File: config.mk
export PLATFORM = sky130hd
export DESIGN_NAME = rob_ctrl_flat
export DESIGN_NICKNAME = d
export VERILOG_FILES = /design/src/rtl/rob_ctrl_pkg.sv /design/src/rtl/rob_ctrl_if.sv /design/src/rtl/rob_ptr.sv /design/src/rtl/rob_ctrl.sv /design/src/flat_wrapper.sv
export SDC_FILE = /design/constraint.sdc
export NUM_CORES = 1
export LEC_CHECK = 0
export CELL_PAD_IN_SITES_DETAIL_PLACEMENT = 1
export CELL_PAD_IN_SITES_GLOBAL_PLACEMENT = 1
export CORE_ASPECT_RATIO = 1.1
export CORE_MARGIN = 3
export CORE_UTILIZATION = 45
export DETAILED_ROUTE_END_ITERATION = 8
export GPL_ROUTABILITY_DRIVEN = 0
export PLACE_DENSITY = 0.86
export REMOVE_ABC_BUFFERS = 1
export SYNTH_ARGS = -nofsm -noshare
export SYNTH_HDL_FRONTEND = slang
export SYNTH_HIERARCHICAL = 1
export SYNTH_SLANG_ARGS = --single-unit
File: constraint.sdc
create_clock -name clk -period 4.3 [get_ports clk]
set_clock_uncertainty 0.2 [all_clocks]
set_input_delay 0.86 -clock clk [delete_from_list [all_inputs] [get_ports clk]]
set_output_delay 0.86 -clock clk [all_outputs]
set_load 0.005 [all_outputs]
File: src/rtl/rob_ctrl_pkg.sv
`default_nettype none
// +----------------------------------------------------------------------+
// | rob_ctrl_pkg : shared ROB types and sizing                           |
// | rev 1.0                                                              |
// +----------------------------------------------------------------------+
`ifndef RobDepth
`define RobDepth 8
`endif

package rob_ctrl_pkg;

  typedef logic [4:0] RegFile_t;

  localparam int ROB_DEPTH = `RobDepth;

  typedef logic [$clog2(`RobDepth)-1:0] RobTag_t;

  typedef struct packed {
    logic     valid;
    logic     done;
    logic     exp;
    logic     wv;
    RegFile_t rd;
  } RobEnt_t;

endpackage

`default_nettype wire

File: src/rtl/rob_ctrl_if.sv
`default_nettype none
// +----------------------------------------------------------------------+
// | rob_ctrl_if : dispatch / writeback / retire signalling of the ROB    |
// | rev 1.0                                                              |
// +----------------------------------------------------------------------+
interface rob_ctrl_if
  import rob_ctrl_pkg::*;
#(
  parameter int REG  = $bits(RegFile_t),
  parameter int ADDR = $clog2(`RobDepth)
) ();

  logic            dis_e_;
  logic            dis_wv;
  logic [REG-1:0]  dis_rd;
  logic            dis_ready;
  logic [ADDR-1:0] dis_tag;

  logic            wb_e_;
  logic [ADDR-1:0] wb_tag;
  logic            wb_exp;

  logic            com_e_;
  logic [ADDR-1:0] com_tag;
  logic            com_wv;
  logic [REG-1:0]  com_rd;
  logic            inv_e_;
  logic [ADDR-1:0] inv_addr;
  logic            exc_req_;
  logic            empty;

  modport master (
    output dis_e_, dis_wv, dis_rd, wb_e_, wb_tag, wb_exp,
    input  dis_ready, dis_tag, com_e_, com_tag, com_wv, com_rd,
           inv_e_, inv_addr, exc_req_, empty
  );

  modport slave (
    input  dis_e_, dis_wv, dis_rd, wb_e_, wb_tag, wb_exp,
    output dis_ready, dis_tag, com_e_, com_tag, com_wv, com_rd,
           inv_e_, inv_addr, exc_req_, empty
  );

endinterface

`default_nettype wire

File: src/rtl/rob_ptr.sv
`default_nettype none
// +----------------------------------------------------------------------+
// | rob_ptr : circular head/tail pointers with occupancy counter         |
// | rev 1.0                                                              |
// +----------------------------------------------------------------------+
module rob_ptr #(
  parameter int DEPTH = 8,
  parameter int ADDR  = $clog2(DEPTH)
) (
  input  wire logic            clk,
  input  wire logic            reset_,
  input  wire logic            clear,
  input  wire logic            inc_head,
  input  wire logic            inc_tail,
  output logic [ADDR-1:0]      head,
  output logic [ADDR-1:0]      tail,
  output logic [ADDR:0]        cnt,
  output logic                 full,
  output logic                 empty
);

  logic [ADDR-1:0] head_q, head_d;
  logic [ADDR-1:0] tail_q, tail_d;
  logic [ADDR:0]   cnt_q, cnt_d;

  // DEPTH is a power of two, so pointer wrap is plain overflow
  always_comb begin
    head_d = head_q;
    tail_d = tail_q;
    cnt_d  = cnt_q;
    if (clear) begin
      head_d = '0;
      tail_d = '0;
      cnt_d  = '0;
    end else begin
      if (inc_head) head_d = head_q + ADDR'(1);
      if (inc_tail) tail_d = tail_q + ADDR'(1);
      cnt_d = cnt_q + (ADDR+1)'(inc_tail) - (ADDR+1)'(inc_head);
    end
  end

  always_ff @(posedge clk or negedge reset_) begin
    if (!reset_) begin
      head_q <= '0;
      tail_q <= '0;
      cnt_q  <= '0;
    end else begin
      head_q <= head_d;
      tail_q <= tail_d;
      cnt_q  <= cnt_d;
    end
  end

  assign head  = head_q;
  assign tail  = tail_q;
  assign cnt   = cnt_q;
  assign full  = (cnt_q == (ADDR+1)'(DEPTH));
  assign empty = (cnt_q == '0);

endmodule

`default_nettype wire

File: src/rtl/rob_ctrl.sv
`default_nettype none
// +----------------------------------------------------------------------+
// | rob_ctrl : reorder-buffer allocation, completion and in-order retire |
// | rev 1.0                                                              |
// +----------------------------------------------------------------------+
module rob_ctrl
  import rob_ctrl_pkg::*;
#(
  parameter int REG   = $bits(RegFile_t),
  parameter int DEPTH = `RobDepth,
  parameter int ADDR  = $clog2(DEPTH)
) (
  input  wire logic   clk,
  input  wire logic   reset_,
  input  wire logic   flush_,
  rob_ctrl_if.slave   bus
);

  RobEnt_t         ent_q [DEPTH];
  RobEnt_t         ent_d [DEPTH];
  RobEnt_t         head_ent;
  logic [ADDR-1:0] head, tail;
  logic [ADDR:0]   cnt;
  logic            full, empty;
  logic            accept_dis, retire, wb_hit;
  logic [DEPTH-1:0] valid_vec;

  rob_ptr #(.DEPTH(DEPTH), .ADDR(ADDR)) u_ptr (
    .clk      (clk),
    .reset_   (reset_),
    .clear    (!flush_),
    .inc_head (retire),
    .inc_tail (accept_dis),
    .head     (head),
    .tail     (tail),
    .cnt      (cnt),
    .full     (full),
    .empty    (empty)
  );

  assign head_ent   = ent_q[head];
  assign accept_dis = flush_ && !bus.dis_e_ && !full;
  assign retire     = head_ent.valid && head_ent.done && !head_ent.exp;
  assign wb_hit     = !bus.wb_e_ && ent_q[bus.wb_tag].valid
                      && !(accept_dis && (bus.wb_tag == tail));

  // Writeback is applied before retire so a same-cycle retire still frees head
  always_comb begin
    for (int i = 0; i < DEPTH; i++) ent_d[i] = ent_q[i];
    if (!flush_) begin
      for (int i = 0; i < DEPTH; i++) ent_d[i] = '0;
    end else begin
      if (wb_hit) begin
        ent_d[bus.wb_tag].done = 1'b1;
        ent_d[bus.wb_tag].exp  = bus.wb_exp;
      end
      if (retire) ent_d[head].valid = 1'b0;
      if (accept_dis) begin
        ent_d[tail].valid = 1'b1;
        ent_d[tail].done  = 1'b0;
        ent_d[tail].exp   = 1'b0;
        ent_d[tail].wv    = bus.dis_wv;
        ent_d[tail].rd    = RegFile_t'(bus.dis_rd);
      end
    end
  end

  always_ff @(posedge clk or negedge reset_) begin
    if (!reset_) begin
      for (int i = 0; i < DEPTH; i++) ent_q[i] <= '0;
    end else begin
      for (int i = 0; i < DEPTH; i++) ent_q[i] <= ent_d[i];
    end
  end

  always_comb begin
    valid_vec = '0;
    for (int i = 0; i < DEPTH; i++) valid_vec[i] = ent_q[i].valid;
  end

  assign bus.dis_ready = !full;
  assign bus.dis_tag   = tail;
  assign bus.com_e_    = !retire;
  assign bus.com_tag   = head;
  assign bus.com_wv    = head_ent.wv;
  assign bus.com_rd    = REG'(head_ent.rd);
  assign bus.inv_e_    = !(retire && head_ent.wv);
  assign bus.inv_addr  = head;
  assign bus.exc_req_  = !(head_ent.valid && head_ent.done && head_ent.exp);
  assign bus.empty     = empty;

  a_full_consistent : assert property (@(posedge clk) disable iff (!reset_)
    (cnt == (ADDR+1)'(DEPTH)) |-> ((head == tail) && (&valid_vec)));

endmodule

`default_nettype wire

File: src/flat_wrapper.sv
// flat-port wrapper written by rule: the top's interface ports become plain ports
module rob_ctrl_flat import rob_ctrl_pkg::*;
#(
  parameter int REG   = $bits(RegFile_t),
  parameter int DEPTH = `RobDepth,
  parameter int ADDR  = $clog2(DEPTH)
)
  (clk, reset_, flush_, bus_dis_e_, bus_dis_wv, bus_dis_rd, bus_wb_e_, bus_wb_tag, bus_wb_exp, bus_dis_ready, bus_dis_tag, bus_com_e_, bus_com_tag, bus_com_wv, bus_com_rd, bus_inv_e_, bus_inv_addr, bus_exc_req_, bus_empty);
  rob_ctrl_if #(.REG(REG), .ADDR(ADDR)) bus_i ();
  input  wire logic clk;
  input  wire logic reset_;
  input  wire logic flush_;
  input wire logic [$bits(bus_i.dis_e_)-1:0] bus_dis_e_;
  input wire logic [$bits(bus_i.dis_wv)-1:0] bus_dis_wv;
  input wire logic [$bits(bus_i.dis_rd)-1:0] bus_dis_rd;
  input wire logic [$bits(bus_i.wb_e_)-1:0] bus_wb_e_;
  input wire logic [$bits(bus_i.wb_tag)-1:0] bus_wb_tag;
  input wire logic [$bits(bus_i.wb_exp)-1:0] bus_wb_exp;
  output wire logic [$bits(bus_i.dis_ready)-1:0] bus_dis_ready;
  output wire logic [$bits(bus_i.dis_tag)-1:0] bus_dis_tag;
  output wire logic [$bits(bus_i.com_e_)-1:0] bus_com_e_;
  output wire logic [$bits(bus_i.com_tag)-1:0] bus_com_tag;
  output wire logic [$bits(bus_i.com_wv)-1:0] bus_com_wv;
  output wire logic [$bits(bus_i.com_rd)-1:0] bus_com_rd;
  output wire logic [$bits(bus_i.inv_e_)-1:0] bus_inv_e_;
  output wire logic [$bits(bus_i.inv_addr)-1:0] bus_inv_addr;
  output wire logic [$bits(bus_i.exc_req_)-1:0] bus_exc_req_;
  output wire logic [$bits(bus_i.empty)-1:0] bus_empty;
  assign bus_i.dis_e_ = bus_dis_e_;
  assign bus_i.dis_wv = bus_dis_wv;
  assign bus_i.dis_rd = bus_dis_rd;
  assign bus_i.wb_e_ = bus_wb_e_;
  assign bus_i.wb_tag = bus_wb_tag;
  assign bus_i.wb_exp = bus_wb_exp;
  assign bus_dis_ready = bus_i.dis_ready;
  assign bus_dis_tag = bus_i.dis_tag;
  assign bus_com_e_ = bus_i.com_e_;
  assign bus_com_tag = bus_i.com_tag;
  assign bus_com_wv = bus_i.com_wv;
  assign bus_com_rd = bus_i.com_rd;
  assign bus_inv_e_ = bus_i.inv_e_;
  assign bus_inv_addr = bus_i.inv_addr;
  assign bus_exc_req_ = bus_i.exc_req_;
  assign bus_empty = bus_i.empty;
  rob_ctrl #(.REG(REG), .DEPTH(DEPTH), .ADDR(ADDR)) u_core (.clk(clk), .reset_(reset_), .flush_(flush_), .bus(bus_i));
endmodule
# Word-level counts from Yosys, hierarchy flattened
# Index checks and enable logic that the tools add are counted.
dict set report totals {
  register_bits 82
  inputBits 15
}
dict set report op_classes {
  n_addsub 4
  n_lt_le_gt_ge 6
  n_eq_ne 4
  mux 41
  n_bitwise 3
  reduce_logical 21
}
# cell n
set op_table {}
lappend op_table {{bitwise mux 72 bit} 8}
lappend op_table {{2-to-1 mux 72 bit} 6}
lappend op_table {{demux 9 bit (select 3 bit)} 8}
lappend op_table {{binary-select mux 9 bit (select 3 bit)} 2}
lappend op_table {{2-to-1 mux 9 bit} 6}
lappend op_table {{2-to-1 mux 8 bit} 2}
lappend op_table {{2-to-1 mux 7 bit} 2}
lappend op_table {{greater-or-equal comparator 4 bit, second input constant} 3}
lappend op_table {{logical AND 1 bit} 12}
lappend op_table {{less-than comparator 4 x 1 -> 1 bit, second input constant} 3}
lappend op_table {{2-to-1 mux 3 bit} 4}
lappend op_table {{inverter 3 -> 4 bit} 3}
lappend op_table {{zero test 1 bit} 8}
lappend op_table {{adder 3 x 1 -> 3 bit, second input constant} 2}
lappend op_table {{2-to-1 mux 6 bit} 1}
lappend op_table {{2-to-1 mux 5 bit} 1}
lappend op_table {{adder 4 x 1 -> 4 bit} 1}
lappend op_table {{equality test 4 bit, second input constant} 1}
lappend op_table {{zero test 4 bit} 1}
lappend op_table {{2-to-1 mux 4 bit} 1}
lappend op_table {{!= test 2 x 1 -> 1 bit, second input constant} 2}
lappend op_table {{subtractor 4 x 1 -> 4 bit} 1}
lappend op_table {{equality test 3 bit} 1}

# Longest topological paths before layout
dict set report logic_depth {
  word_depth 19
  mapped_depth 12
}

# Hierarchy
# The synthesis kept the hierarchy.
# mod n_inst cells_each area_each_um2 seq_area_each_um2
set by_module_without_submodules {}
lappend by_module_without_submodules {rob_ctrl 1 421 3792.4 1801.7}
lappend by_module_without_submodules {rob_ptr 1 52 563.0 250.2}

# Worst setup path after synthesis
# OpenSTA, ideal clock, no wires.
dict set report synth_timing {
  kind {register to register}
  startpoint {reg u_core.u_ptr.head_q[2] (netlist: u_core/u_ptr/head[2])}
  endpoint {reg u_core.u_ptr.cnt_q[1] (netlist: u_core/u_ptr/cnt[1])}
  arrival_ns 2.812
  t_required_ns 3.982
  setup_slack_ns 1.170
  path_stages_with_launch 10
  n_path_buf 0
  period_less_slack_ns 3.130
  path_cell_list {dfrtp_1 mux2_2 and3_1 or4_1 nor2b_1 ha_1 inv_1 ha_1 fa_1 nor2b_1}
}
dict set report synth_between {
  elab_chain_cells 8
  word_cells_on_any_way 9
  classes_between {add/sub (1); mux (4); bitwise (1); reduce/logical (3)}
}
# element line
set synth_rtl {}
lappend synth_rtl {{start: declaration} rob_ptr.sv:22} ;# logic [ADDR-1:0] head_q, head_d;
lappend synth_rtl {{start signal: assignment} rob_ptr.sv:44} ;# head_q <= '0;
lappend synth_rtl {{start signal: assignment} rob_ptr.sv:48} ;# head_q <= head_d;
lappend synth_rtl {{inverter 3 -> 4 bit (not written as such) *} rob_ctrl.sv:41} ;# assign head_ent = ent_q[head];
lappend synth_rtl {{binary-select mux 9 bit (select 3 bit) *} rob_ctrl.sv:41}
lappend synth_rtl {{2-to-1 mux 9 bit (not written as such) * (2 in series)} rob_ctrl.sv:41}
lappend synth_rtl {{logical AND 1 bit or zero test 1 bit (tied branches)} rob_ctrl.sv:43} ;# assign retire = head_ent.valid && head_ent.done && !head_ent.exp;
lappend synth_rtl {{logical AND 1 bit *} rob_ctrl.sv:43}
lappend synth_rtl {{named net u_core.retire} rob_ctrl.sv:25} ;# logic accept_dis, retire, wb_hit;
lappend synth_rtl {{subtractor 4 x 1 -> 4 bit *} rob_ptr.sv:38} ;# cnt_d = cnt_q + (ADDR+1)'(inc_tail) - (ADDR+1)'(inc_head);
lappend synth_rtl {{2-to-1 mux 4 bit *} rob_ptr.sv:31} ;# if (clear) begin
lappend synth_rtl {{named net u_core.u_ptr.cnt_d[1]} rob_ptr.sv:24} ;# logic [ADDR:0] cnt_q, cnt_d;
lappend synth_rtl {{end signal: assignment} rob_ptr.sv:50} ;# cnt_q <= cnt_d;
lappend synth_rtl {{end: declaration} rob_ptr.sv:24}
# Mark *: on every way through the listed nets, which the timed path passes. The rest lies on a longest branch. The select of a mux whose other input is x is not followed.
# A chain may end at the register's enable or synchronous reset.

# Worst setup path in the final report
dict set report layout_timing {
  startpoint {reg u_core.u_ptr.head_q[0] (netlist: u_core/u_ptr/head[0])}
  endpoint {out bus_inv_e_}
}
dict set report layout_between {
  elab_chain_cells 8
  word_cells_on_any_way 9
  classes_between {mux (3); bitwise (1); reduce/logical (5)}
}
# element line
set layout_rtl {}
lappend layout_rtl {{inverter 3 -> 4 bit (not written as such) *} rob_ctrl.sv:41}
lappend layout_rtl {{binary-select mux 9 bit (select 3 bit) *} rob_ctrl.sv:41}
lappend layout_rtl {{2-to-1 mux 9 bit (not written as such) * (2 in series)} rob_ctrl.sv:41}
lappend layout_rtl {{logical AND 1 bit or zero test 1 bit (tied branches)} rob_ctrl.sv:43}
lappend layout_rtl {{logical AND 1 bit} rob_ctrl.sv:43}
lappend layout_rtl {{logical AND 1 bit *} rob_ctrl.sv:87} ;# assign bus.inv_e_ = !(retire && head_ent.wv);
lappend layout_rtl {{zero test 1 bit *} rob_ctrl.sv:87}
lappend layout_rtl {{end: declaration} flat_wrapper.sv:25} ;# output wire logic [$bits(bus_i.inv_e_)-1:0] bus_inv_e_;
# Mark *: on every way between the ends. The rest lies on a longest branch, timed or not. The select of a mux whose other input is x is not followed.

==> results.sh <==
export IMPL_status="finished, final reports clean"
export IMPL_via_count=3754
export IMPL_layout_worst_path_cycle_share_pct=86.5
export IMPL_route_met3_wl_um=666
export IMPL_yosysSeqAreaShare_pct=47.1
export IMPL_initial_utilization_pct=46.3
export IMPL_drtPass1Iterations=5
export IMPL_synth_area_leaders="dfrtp_1 (47%), nand2_1 (7.8%), a21oi_1 (7.2%)"
export IMPL_synth_distinct_cells=45
export IMPL_cap_violations=0
export IMPL_synth_cells=473
export IMPL_top_layer="met4"
export IMPL_peakVddDrop_mv=0.161
export IMPL_synth_edf_count=0
export IMPL_clk_latency_ns=0.36
export IMPL_fmax_mhz=269
export IMPL_met1_length_um=5270
export IMPL_final_common_cell="nand2_1"
export IMPL_numPlacedInstances=600
export IMPL_endpoint_kind="output port"
export IMPL_ys_warn_count=6
export IMPL_hold_buffers=0
export IMPL_area_growth_pct=14.4
export IMPL_cts_htree_levels=3
export IMPL_hpwl_um=8440
export IMPL_fill_cells=1071
export IMPL_cts_tree="yes"
export IMPL_grt_max_degree=83
export IMPL_cp_arrival_ns=2.66
export IMPL_drv_slew=0
export IMPL_routed_wl_um=12900
export IMPL_cellLeakagePower_nw=2.09
export IMPL_hold_viol=0
export IMPL_drt_iter0_drc=282
export IMPL_cts_made_buffers=9
export IMPL_dieArea_sq_mm=0.0109
export IMPL_pwr_density_cell_mw_per_mm2=337
export IMPL_final_cell_mix="nand2_1 (90), dfrtp_1 (82), a21oi_1 (63), nand3_1 (45), clkdlybuf4s50_1 (33)"
export IMPL_critPathLaunchType="flop"
export IMPL_antenna_cells=0
export IMPL_grt_ovfl_total=0
export IMPL_setup_viol=0
export IMPL_post_place_ws_ns=0.708
export IMPL_layout_cells_non_filler=614
export IMPL_grt_pass1_wl_um=21000
export IMPL_postCtsSetupBuffers=0
export IMPL_io_buffer_count=34
export IMPL_relSlewSlack_pct=28.9
export IMPL_nNetsFinal=518
export IMPL_syn_area_per_cell_sq_um=9.21
export IMPL_drc=0
export IMPL_cts_root_buf="clkbuf_8"
export IMPL_final_util_pct=53.0
export IMPL_wl_per_cell_um=21.0
export IMPL_synthFlopType="dfrtp_1"
export IMPL_tightestPinTransition_ns=1.07
export IMPL_yosys_register_bits=82
export IMPL_antenna_found_initial=0
export IMPL_crit_fanout=12
export IMPL_routed_wl_met2_um=6750
export IMPL_ant_nets=0
export IMPL_vias_per_cell=6.11
export IMPL_worstPathRequired_ns=3.24
export IMPL_drive_gt1_share_pct=7.85
export IMPL_coreArea_sq_mm=0.00940
export IMPL_hold_path_class="reg2reg"
export IMPL_yosys_area_top_type="dfrtp_1"
export IMPL_synthesis_area_sq_mm=0.00436
export IMPL_cts_sinks=82
export IMPL_cts_resized=0
export IMPL_die_w_um=99.8
export IMPL_setup_slack_ns=0.583
export IMPL_finalCriticalPeriod_ns=3.72
export IMPL_grt_pass1_vias=4017
export IMPL_clock_path_buffers=2
export IMPL_hold_ws_ns=0.307
export IMPL_core_rowCount=37
export IMPL_grtUsageTotal_pct=25.0
export IMPL_crit_type="reg2out"
export IMPL_fin_setup_tns_ns=0
export IMPL_die_y_um=109
export IMPL_yosysTopAreaCellShare_pct=47.1
export IMPL_clk_pin_slew_ns=0.09
export IMPL_rsz0062_at_grt="no"
export IMPL_async_flop_share_pct=100
export IMPL_ios=35
stage by stage:
step,total power [mW],area (sq um)
after CTS,1.69,4980
after floorplan,0.923,4200
after detailed placement,1.04,4760
after global placement,1.03,4760
final,1.68,4980
after global routing,1.75,4980
worst max-delay path, cell delays in order (launching register included):
cell and delay (ns):
dfrtp_1 0.60, inv_1 0.29, and3_1 0.22, or4_1 0.57, nand3b_1 0.18, clkdlybuf4s50_1 0.44
registers in the layout, indices dropped and copies added (netlist names):
| register | flops |
|---|---|
| u_core/ent_q | 72 |
| u_core/u_ptr/cnt | 4 |
| u_core/u_ptr/tail | 3 |
| u_core/u_ptr/head | 3 |
cell families (layout without fill, tap and decap cells):
| family | after synthesis | count (layout) | synth area share, % |
|---|---|---|---|
| muxes | 25 | 25 | 8.10 |
| AOI/OAI and AO/OA | 100 | 100 | 13.8 |
| and+or+nand+nor | 202 | 202 | 22.0 |
| buffers and inverters | 48 | 72 | 4.77 |
| DFF | 82 | 82 | 47.1 |
| xor gates and xnor gates | 7 | 7 | 1.41 |
| adders and majority gates | 9 | 9 | 2.76 |
layer usage:
metal	vias to the layer above	global-route usage, %
met1	1933	31.7
met2	123	42.9
met3	19	4.48
met4	0	9.07
met5	-	0
li1	1679	-
path summary, 6_finish.rpt:
check / start / end / slack (ns) / cells past startpoint
min in group asynchronous: reset_ / u_core/ent_q[69]$_DFF_PN0_ / 0.46 / 1
worst min register to register: u_core/ent_q[61]$_DFF_PN0_ / u_core/ent_q[61]$_DFF_PN0_ / 0.31 / 1
worst min-delay path: u_core/ent_q[61]$_DFF_PN0_ / u_core/ent_q[61]$_DFF_PN0_ / 0.31 / 1
worst max register to register: u_core/u_ptr/head[0]$_DFFE_PN0P_ / u_core/u_ptr/cnt[2]$_DFF_PN0_ / 0.72 / 10
worst max-delay path: u_core/u_ptr/head[0]$_DFFE_PN0P_ / bus_inv_e_ / 0.58 / 5
max in group asynchronous: reset_ / u_core/u_ptr/cnt[2]$_DFF_PN0_ / 2.72 / 1
synthesized netlist by cell type, types with 2 or more instances:
master	n
a21boi_1	2
a21oi_1	63
a221oi_1	4
a22oi_1	2
a311o_1	2
a311oi_1	2
a31oi_1	3
and2_1	4
and3_1	7
buf_2	4
buf_4	4
clkbuf_1	25
dfrtp_1	82
ha_1	8
inv_1	13
mux2_2	2
mux2i_1	15
mux4_2	8
nand2_1	90
nand2b_1	5
nand3_1	45
nand3b_1	5
nor2_1	22
nor2b_1	11
nor3_1	2
nor3b_1	2
o21a_1	7
o21ai_0	5
o41ai_1	5
or2_2	2
or3_1	3
xnor2_1	5
xor2_1	2
where the power goes:
part | switching (mW) | internal, mW | total (mW)
combinational | 0.132 | 0.0893 | 0.222
sequential | 0.0146 | 0.788 | 0.802
clock | 0.274 | 0.380 | 0.655
total | 0.421 | 1.26 | 1.68
layout make-up:
cell class / count / area (sq um) / share of cell area (%)
Tap cell: 117 / 146 / 2.94
Timing Repair Buffer: 45 / 420 / 8.43
Multi-Input combinational cell: 343 / 2100 / 42.0
Clock buffer: 11 / 131 / 2.64
Inverter: 13 / 48.8 / 0.979
Sequential cell: 82 / 2050 / 41.2
Clock inverter: 3 / 90.1 / 1.81
(Power assumes the default switching activity.)
